$ cat src/rtl/cpu_clock_ctrl_if.sv
// Control/status bundle between the step/mode front end and the CPU clock controller.
// master drives the requests, slave (the controller) drives the clock enables and queue status.
interface cpu_clock_ctrl_if #(
  parameter int PEND_W = 3
);
  logic              step_pulse;
  logic              run_mode;
  logic              halt;
  logic              cpu_ce;
  logic              phi2;
  logic              busy;
  logic [PEND_W-1:0] pending;
  logic              overflow;

  modport master (
    output step_pulse,
    output run_mode,
    output halt,
    input  cpu_ce,
    input  phi2,
    input  busy,
    input  pending,
    input  overflow
  );

  modport slave (
    input  step_pulse,
    input  run_mode,
    input  halt,
    output cpu_ce,
    output phi2,
    output busy,
    output pending,
    output overflow
  );
endinterface

$ cat src/rtl/cpu_clock_ctrl.sv
// 6502 cycle-enable and phi2 generator: free-runs at clk_in/DIV or executes queued single steps.
// state | meaning:  IDLE | no CPU cycle in progress;  RUN | free-running period;  STEP | serving one queued step
module cpu_clock_ctrl #(
  parameter int DIV    = 50,
  parameter int PEND_W = 3
) (
  input  logic              clk_in,
  input  logic              rst,
  cpu_clock_ctrl_if.slave   bus
);

  localparam int                CNT_W    = $clog2(DIV);
  localparam logic [CNT_W-1:0]  CNT_LAST = CNT_W'(DIV - 1);
  localparam logic [CNT_W-1:0]  CNT_HALF = CNT_W'(DIV / 2);
  localparam logic [PEND_W-1:0] PEND_MAX = '1;

  typedef enum logic [1:0] {
    IDLE = 2'd0,
    RUN  = 2'd1,
    STEP = 2'd2
  } state_t;

  state_t            state;
  logic [CNT_W-1:0]  div_cnt;
  logic [PEND_W-1:0] pend_q;
  logic              ovf_q;

  logic              period_end;
  logic              accept;
  logic              consume;
  logic              drop;
  logic [PEND_W-1:0] pend_next;

  always_comb begin
    period_end = (state != IDLE) && (div_cnt == CNT_LAST);
    accept     = bus.step_pulse && !bus.run_mode;
    consume    = (state == STEP) && period_end;
    drop       = 1'b0;
    pend_next  = pend_q;
    // A pulse arriving on the same edge as a consumed step simply replaces it.
    if (accept && !consume) begin
      if (pend_q == PEND_MAX) begin
        drop = 1'b1;
      end else begin
        pend_next = pend_q + 1'b1;
      end
    end else if (consume && !accept) begin
      pend_next = pend_q - 1'b1;
    end
  end

  always_ff @(posedge clk_in or posedge rst) begin
    if (rst) begin
      state   <= IDLE;
      div_cnt <= '0;
      pend_q  <= '0;
      ovf_q   <= 1'b0;
    end else begin
      pend_q <= pend_next;
      if (drop) begin
        ovf_q <= 1'b1;
      end
      case (state)
        IDLE: begin
          div_cnt <= '0;
          if (!bus.halt) begin
            if (bus.run_mode) begin
              state <= RUN;
            end else if (pend_q != '0) begin
              state <= STEP;
            end
          end
        end
        RUN: begin
          if (period_end) begin
            div_cnt <= '0;
            if (!bus.run_mode || bus.halt) begin
              state <= IDLE;
            end
          end else begin
            div_cnt <= div_cnt + 1'b1;
          end
        end
        STEP: begin
          // Mode and halt are only looked at once the started period is complete.
          if (period_end) begin
            div_cnt <= '0;
            if (bus.run_mode || bus.halt || (pend_next == '0)) begin
              state <= IDLE;
            end
          end else begin
            div_cnt <= div_cnt + 1'b1;
          end
        end
        default: begin
          state   <= IDLE;
          div_cnt <= '0;
        end
      endcase
    end
  end

  assign bus.cpu_ce   = period_end;
  assign bus.phi2     = (state != IDLE) && (div_cnt >= CNT_HALF);
  assign bus.busy     = (state != IDLE);
  assign bus.pending  = pend_q;
  assign bus.overflow = ovf_q;

endmodule

$ cat src/flat_wrapper.sv
// flat-port wrapper written by rule: the top's interface ports become plain ports
module cpu_clock_ctrl_flat 
#(
  parameter int DIV    = 50,
  parameter int PEND_W = 3
)
  (clk_in, rst, bus_step_pulse, bus_run_mode, bus_halt, bus_cpu_ce, bus_phi2, bus_busy, bus_pending, bus_overflow);
  cpu_clock_ctrl_if #(.PEND_W(PEND_W)) bus_i ();
  input  logic clk_in;
  input  logic rst;
  input wire logic [$bits(bus_i.step_pulse)-1:0] bus_step_pulse;
  input wire logic [$bits(bus_i.run_mode)-1:0] bus_run_mode;
  input wire logic [$bits(bus_i.halt)-1:0] bus_halt;
  output wire logic [$bits(bus_i.cpu_ce)-1:0] bus_cpu_ce;
  output wire logic [$bits(bus_i.phi2)-1:0] bus_phi2;
  output wire logic [$bits(bus_i.busy)-1:0] bus_busy;
  output wire logic [$bits(bus_i.pending)-1:0] bus_pending;
  output wire logic [$bits(bus_i.overflow)-1:0] bus_overflow;
  assign bus_i.step_pulse = bus_step_pulse;
  assign bus_i.run_mode = bus_run_mode;
  assign bus_i.halt = bus_halt;
  assign bus_cpu_ce = bus_i.cpu_ce;
  assign bus_phi2 = bus_i.phi2;
  assign bus_busy = bus_i.busy;
  assign bus_pending = bus_i.pending;
  assign bus_overflow = bus_i.overflow;
  cpu_clock_ctrl #(.DIV(DIV), .PEND_W(PEND_W)) u_core (.clk_in(clk_in), .rst(rst), .bus(bus_i));
endmodule
$ cat config.mk
export PLATFORM = sky130hd
export DESIGN_NAME = cpu_clock_ctrl_flat
export DESIGN_NICKNAME = d
export VERILOG_FILES = /design/src/rtl/cpu_clock_ctrl_if.sv /design/src/rtl/cpu_clock_ctrl.sv /design/src/flat_wrapper.sv
export SDC_FILE = /design/constraint.sdc
export NUM_CORES = 1
export LEC_CHECK = 0
export CAP_MARGIN = 20
export CORE_UTILIZATION = 47
export DETAILED_ROUTE_END_ITERATION = 10
export GPL_TIMING_DRIVEN = 0
export PLACE_DENSITY = 0.73
export SLEW_MARGIN = 15
export SYNTH_ARGS = -nofsm -noshare
export SYNTH_HDL_FRONTEND = slang
export SYNTH_SLANG_ARGS = --single-unit
$ cat constraint.sdc
create_clock -name clk_in -period 2.1 [get_ports clk_in]
set_clock_uncertainty 0.1 [all_clocks]
set_input_delay 0.63 -clock clk_in [delete_from_list [all_inputs] [get_ports clk_in]]
set_output_delay 0.63 -clock clk_in [all_outputs]
set_load 0.01 [all_outputs]
==> impl_metrics.env <==
export IMPL_grt_pass1_vias=759
export IMPL_maxCapViolCount=0
export IMPL_drc_errors=0
export IMPL_setup_ws_ns=-0.0814
export IMPL_synth_edf_count=0
export IMPL_status="complete, but fails checks"
export IMPL_drt_iter0_drc=36
export IMPL_synth_top_area_share=0.353
export IMPL_report_final_slew_viol_count=0
export IMPL_cp_max_fo=3
export IMPL_start_util=0.533
export IMPL_synth_area_um2=850
export IMPL_syn_num_nets=105
export IMPL_critPathBufInv=2
export IMPL_synth_most_common_cell="dfrtp_1"
export IMPL_via_count=871
export IMPL_p_leak_nw=0.555
export IMPL_regToRegSetupSlack_ns=-0.03
export IMPL_synth_area_leaders="dfrtp_1 35%, ha_1 13%, inv_1 4.9%, o211ai_1 4.4%, nor2_1 3.5%"
export IMPL_violations="negative setup slack"
export IMPL_worstReg2RegEnd="u_core.state[1]$_DFFE_PP0P_"
export IMPL_max_freq_ghz=0.458
export IMPL_timing_slew_headroom=0.671
export IMPL_final_period_utilization=1.04
export IMPL_worstPathRequired_ns=2.16
export IMPL_yosysTopAreaCell="dfrtp_1"
export IMPL_p_sw_mw=0.634
export IMPL_cp_arrival_ns=2.24
export IMPL_setup_viol=3
export IMPL_place_hpwl_mm=1.23
export IMPL_synth_top_flop_cell="dfrtp_1"
export IMPL_nFillCells=96
export IMPL_hold_viol=0
export IMPL_synthTopCellsByCount="12 x dfrtp_1, 11 x inv_1, 9 x ha_1"
export IMPL_dp_cells=126
export IMPL_cts_tree="built"
export IMPL_combPwrFrac=0.631
export IMPL_async_reset_ff_frac=1.00
export IMPL_critical_path_class="input port to register"
export IMPL_seq_power_share=0.241
export IMPL_r2r_start="u_core.div_cnt[1]$_DFF_PP0_"
export IMPL_power_density_mw_per_mm2=1190
export IMPL_crit_cells=6
export IMPL_fin_crit_ns=2.18
export IMPL_wl_mm=2.50
export IMPL_antenna_found_initial=0
export IMPL_peakVddDrop_v=0.000848
export IMPL_fp_dieW_um=44.5
export IMPL_num_rows=14
export IMPL_layout_nets=138
export IMPL_endpoint="u_core.state[1]$_DFFE_PP0P_"
export IMPL_cts_hold_fix_buffers=0
export IMPL_hold_path_class="register to register"
export IMPL_worstPathCellList="clkdlybuf4s50_1 > and3b_1 > a211oi_2 > inv_1 > a211oi_4 > o211ai_1"
export IMPL_h_tree_depth=1
export IMPL_area_growth_synth_to_final_pct=49.8
export IMPL_numClockSinks=12
export IMPL_die_area_mm2=0.00198
export IMPL_grt_pass1_wl_mm=3.46
export IMPL_overflow=0
export IMPL_port_buffer_count=11
export IMPL_cts_root_buf="clkbuf_4"
export IMPL_ff2ff_path_depth=8
export IMPL_dr_pass1_iters=4
export IMPL_gp_congestion=0.766
export IMPL_layout_drive_gt1_share=0.374
export IMPL_postRouteAntennaNets=0
export IMPL_startpoint="bus_halt"
export IMPL_coreArea_mm2=0.00159
export IMPL_p_int_mw=0.884
export IMPL_ys_seq_elements=12
export IMPL_slowest_delay_ns=0.54
export IMPL_max_slew_worst_pin_slew_ns=0.493
export IMPL_p_sw_frac=0.418
export IMPL_cts_buffers=3
export IMPL_crit_path_end_kind="register"
export IMPL_synth_cells=91
export IMPL_clk_insertion_delay_late_ns=0.28
export IMPL_crit_path_top_delay_cell="clkdlybuf4s50_1"
export IMPL_die_h_um=44.5
export IMPL_clkPwrFrac=0.128
export IMPL_start_kind="input port"
export IMPL_yosysSeqAreaShare=0.353
export IMPL_vias_per_cell=5.93
export IMPL_synth_distinct_cells=34
export IMPL_tns_ns=-0.140
export IMPL_wire_per_inst_um=17.0
export IMPL_clk_pin_slew_ns=0.08
export IMPL_ys_warn_count=0
export IMPL_finalNonFillerCells=147
export IMPL_whs_ns=0.391
export IMPL_pin_count=12
export IMPL_path_delay_family="compound AO/OA/AOI/OAI gates"
export IMPL_post_route_util=0.798
export IMPL_rsz0062_at_grt="true"
export IMPL_n_antenna_cell=0
export IMPL_grt_max_degree=13
export IMPL_clock_path_buffers=2
export IMPL_track_usage=0.247
export IMPL_syn_avg_cell_area_um2=9.34
-- metrics by stage --
stage	instance area [um^2]	power (mW)	worst slack, ns
4_1_cts	1170	1.38	-0.0106
5_1_grt	1270	1.62	-0.147
6_report	1270	1.52	-0.0814
3_5_place_dp	990	0.973	-0.639
2_1_floorplan	850	0.796	0.0890
3_3_place_gp	990	0.956	-0.612
-- metal layers --
layer / routed length, um / track usage
met5: 0 / 0
met1: 1030 / 0.322
met2: 1230 / 0.406
met3: 190 / 0.0367
met4: 44 / 0.109
-- flip-flops by register name, indices dropped and copies added (netlist names) --
signal,cells
u_core.bus.overflow,1
u_core.bus.pending,3
u_core.div_cnt,6
u_core.state,2
-- logic make-up (layout without fill, tap and decap cells) --
family	Yosys count	after routing	share of synthesized area
AOI/OAI and AO/OA	20	20	0.181
xor gates and xnor gates	3	3	0.0309
adders and majority gates	9	9	0.133
buffers and inverters	12	44	0.0619
DFF	12	12	0.353
and+or+nand+nor	35	35	0.240
-- cells in the final DEF (no fill, tap or decap), types with 3 or more instances in the layout --
cell type | synthesis | routed
buf_6 | 1 | 5
ha_4 | 0 | 3
clkbuf_4 | 0 | 3
inv_2 | 0 | 3
o211ai_1 | 5 | 5
clkdlybuf4s50_1 | 0 | 7
inv_1 | 11 | 8
buf_4 | 0 | 13
ha_1 | 9 | 5
nor2_1 | 8 | 6
nand4_1 | 3 | 3
nand2_1 | 7 | 6
dfrtp_1 | 12 | 10
-- cell type report --
class                   instances  area (um^2)  share of cell area
well taps                      24         30.0              0.0236
flip-flops and latches         12          303               0.238
multi-input cells              67          596               0.468
clock buffers                   4         36.3              0.0285
inverters                      11         41.3              0.0324
repair buffers                 28          255               0.201
plain buffers                   1         11.3             0.00885
-- power groups by stage --
| stage | logic, mW | clock network, mW | registers [mW] |
|---|---|---|---|
| 2_1_floorplan | 0.431 | 0 | 0.365 |
| 3_3_place_gp | 0.588 | 0 | 0.368 |
| 3_5_place_dp | 0.602 | 0 | 0.372 |
| 4_1_cts | 0.821 | 0.197 | 0.357 |
| 5_1_grt | 1.04 | 0.206 | 0.375 |
| 6_report | 0.957 | 0.195 | 0.366 |
-- worst min path at each step --
stage	from	to	slack, ns	cells after the start
final	u_core.bus.overflow$_DFFE_PP0P_	u_core.bus.overflow$_DFFE_PP0P_	0.39	1
after global placement	u_core.bus.overflow$_DFFE_PP0P_	u_core.bus.overflow$_DFFE_PP0P_	0.35	1
after floorplan	u_core.div_cnt[0]$_DFF_PP0_	u_core.div_cnt[0]$_DFF_PP0_	0.38	1
after global routing	u_core.bus.overflow$_DFFE_PP0P_	u_core.bus.overflow$_DFFE_PP0P_	0.41	1
after detailed placement	u_core.bus.overflow$_DFFE_PP0P_	u_core.bus.overflow$_DFFE_PP0P_	0.36	1
after CTS	u_core.bus.overflow$_DFFE_PP0P_	u_core.bus.overflow$_DFFE_PP0P_	0.38	1
-- worst reg2reg max path, cell delays in order (launching register included) --
cell      delay [ns]
dfrtp_1         0.40
inv_2           0.09
ha_4            0.17
buf_12          0.11
nand3b_1        0.12
o211a_1         0.26
or3_4           0.36
a211oi_4        0.27
o211ai_1        0.14
-- what timing repair did --
action | 4_1_cts | 5_1_grt
pin swaps | 5 | 15
setup buffers | 9 | 8
setup endpoints to repair | 7 | 5
gates resized for setup | 27 | 14
Power figures use the tool's default switching activity.
==> RTL change: new RTL, same flow settings <==
`DIV` is set to 50 in 2 places; all go to 100.
--- a/src/rtl/cpu_clock_ctrl.sv
+++ b/src/rtl/cpu_clock_ctrl.sv
@@ -1,7 +1,7 @@
 // 6502 cycle-enable and phi2 generator: free-runs at clk_in/DIV or executes queued single steps.
 // state | meaning:  IDLE | no CPU cycle in progress;  RUN | free-running period;  STEP | serving one queued step
 module cpu_clock_ctrl #(
-  parameter int DIV    = 50,
+  parameter int DIV    = 100,
   parameter int PEND_W = 3
 ) (
   input  logic              clk_in,
--- a/src/flat_wrapper.sv
+++ b/src/flat_wrapper.sv
@@ -1,7 +1,7 @@
 // flat-port wrapper written by rule: the top's interface ports become plain ports
 module cpu_clock_ctrl_flat 
 #(
-  parameter int DIV    = 50,
+  parameter int DIV    = 100,
   parameter int PEND_W = 3
 )
   (clk_in, rst, bus_step_pulse, bus_run_mode, bus_halt, bus_cpu_ce, bus_phi2, bus_busy, bus_pending, bus_overflow);
Formal check against the unedited RTL: no difference found for any inputs over 10 cycles, from zero or initial values and one cycle with rst high; that may be too few to reach the edited logic, so the function may still have changed.
==> RTL change against the original RTL <==
The flow still finishes with violations (negative setup slack); hold slack got worse by 22 ps; sequential cell count rose by 1; synthesized area is 1.0% higher; final area shrank 5.6%; via count shrank 18%; clock power shrank 23%; critical path depth unchanged; non-clock buffer count fell by 7; worst setup slack worse by 240 ps; die area up 0.99%; power is 23% lower; routed wire length is 25% lower; critical endpoint is now bus_cpu_ce.
==> RTL change: results (changes against the original RTL) <==
outcome complete, but fails checks; failing checks negative setup slack; max FFs per register 7 (+1); count of final setup violators 4 (+1); Worst R2R Setup Slack -220 ps (-190 ps); top cells by area, synth dfrtp_1 (38%), ha_1 (12%), nor2_1 (6.1%); Synth Net Count 104 (-0.95%); 1st-iter DRT viols 17 (-53%); CP Max Fanout 2 (-1); first-pass GRT wire length 2884 um (-17%); # placed instances 127 (+0.79%); Seq/Total Area, Yosys 37.90% (+2.6 points); Via Count 716 (-18%); Leak Pwr 0.5104 nW (-8.0%); antenna cells 0 (unchanged); critical path arrival 1690 ps (-550 ps); worst slew pin tran 470.5 ps (-22.43 ps); Peak VDD IR 0.6923 mV (-18%); htree depth 1 (unchanged); Layout Cells excl Fill 141 (-4.1%); HP Class flop to flop; DP Wirelength 1166 um (-4.9%); Setup WS pre-CTS -611.3 ps (+27.66 ps); GPL Wtd Cong 0.7335 (-4.2%); CP max stage delay 510 ps (-30 ps); Routed WL 1877 um (-25%); Synth top cells by count nor2_1 (14), dfrtp_1 (13), inv_1 (9), ha_1 (8), nand2_1 (6); Setup WS post-layout -321.2 ps (-239.8 ps); DR pass1 iterations 4 (unchanged); vias in the first global route 686 (-9.6%); Mapped Avg Cell Area 9.432 um^2 (+1.0%); Worst path top cell family by delay simple AND/OR/NAND/NOR gates; largest net degree at the start of global routing 14 (+1); Critical-path top delay cell or4b_4; ratio of cells with drive above 1 in the final layout 31.90% (-5.5 points); clock buffer depth 2 (unchanged); GRT Total Usage 20.43% (-4.3 points); Inserted Clock Buffers 3 (unchanged); Synth cell types 30 (-12%)
[RTL change: path summary, 6_finish.rpt]
path                            cells after the start                     to           startpoint
min in group asynchronous                           2  u_core.bus.pending[2]                  rst
worst max-delay path                                6             bus_cpu_ce    u_core.div_cnt[0]
worst max register to register                     10        u_core.state[0]    u_core.div_cnt[0]
worst min-delay path                                1    u_core.bus.overflow  u_core.bus.overflow
worst min register to register                      1    u_core.bus.overflow  u_core.bus.overflow
max in group asynchronous                           2      u_core.div_cnt[2]                  rst
[RTL change: power by group]
group / leakage [nW] / internal (W) / switching (W)
Clock: 0.0150 / 0.0000735 / 0.0000765
Combinational: 0.333 / 0.000322 / 0.000331
Sequential: 0.163 / 0.000313 / 0.0000594
Total: 0.510 / 0.000709 / 0.000467
[RTL change: per-layer routing]
layer / global-route usage, % / share of wire [%] / up-vias
li1: - / - / 362
met1: 24.94 / 42 / 337
met2: 37.06 / 55 / 15
met4: 9.091 / 0.75 / 0
met5: 0 / 0 / -
met3: 1.200 / 2.7 / 2
[RTL change: cell families (layout without fill, tap and decap cells)]
family	Yosys count	in the layout	synth area share, %
compound gates	18	18	14.58
xor+xnor	6	6	6.124
fa+ha+maj	8	8	11.66
buf+inv	10	35	5.247
flops	13	13	37.90
simple gates	36	36	24.49
[RTL change: timing repair]
| item | in CTS | in global routing |
|---|---|---|
| setup buffers | 7 | 3 |
| resized for setup | 23 | 10 |
| pin swaps | 5 | 5 |
| endpoints found under the setup margin | 5 | 5 |
[RTL change: final cells by class]
| type | instances | area [um^2] |
|---|---|---|
| clock buffer | 4 | 26.28 |
| sequential | 13 | 326.6 |
| fill | 144 | 525.5 |
| inverter | 9 | 33.78 |
| timing repair buffer | 21 | 193.9 |
| tap | 25 | 31.28 |
| multi-input combinational | 68 | 578.1 |
| buffer | 1 | 11.26 |
[RTL change: metrics by stage]
step	instance area, um^2	hold slack (ps)	utilization [%]	TNS (ps)	total power (W)
after CTS	1126	376.0	65.22	-663.4	0.001079
after global routing	1201	386.5	69.57	-1281	0.001268
after floorplan	858.3	368.2	-	0	0.0006872
after detailed placement	999.7	359.1	57.90	-2387	0.0008596
final	1201	368.9	69.57	-924.0	0.001176
after global placement	999.7	352.0	57.90	-2252	0.0008455
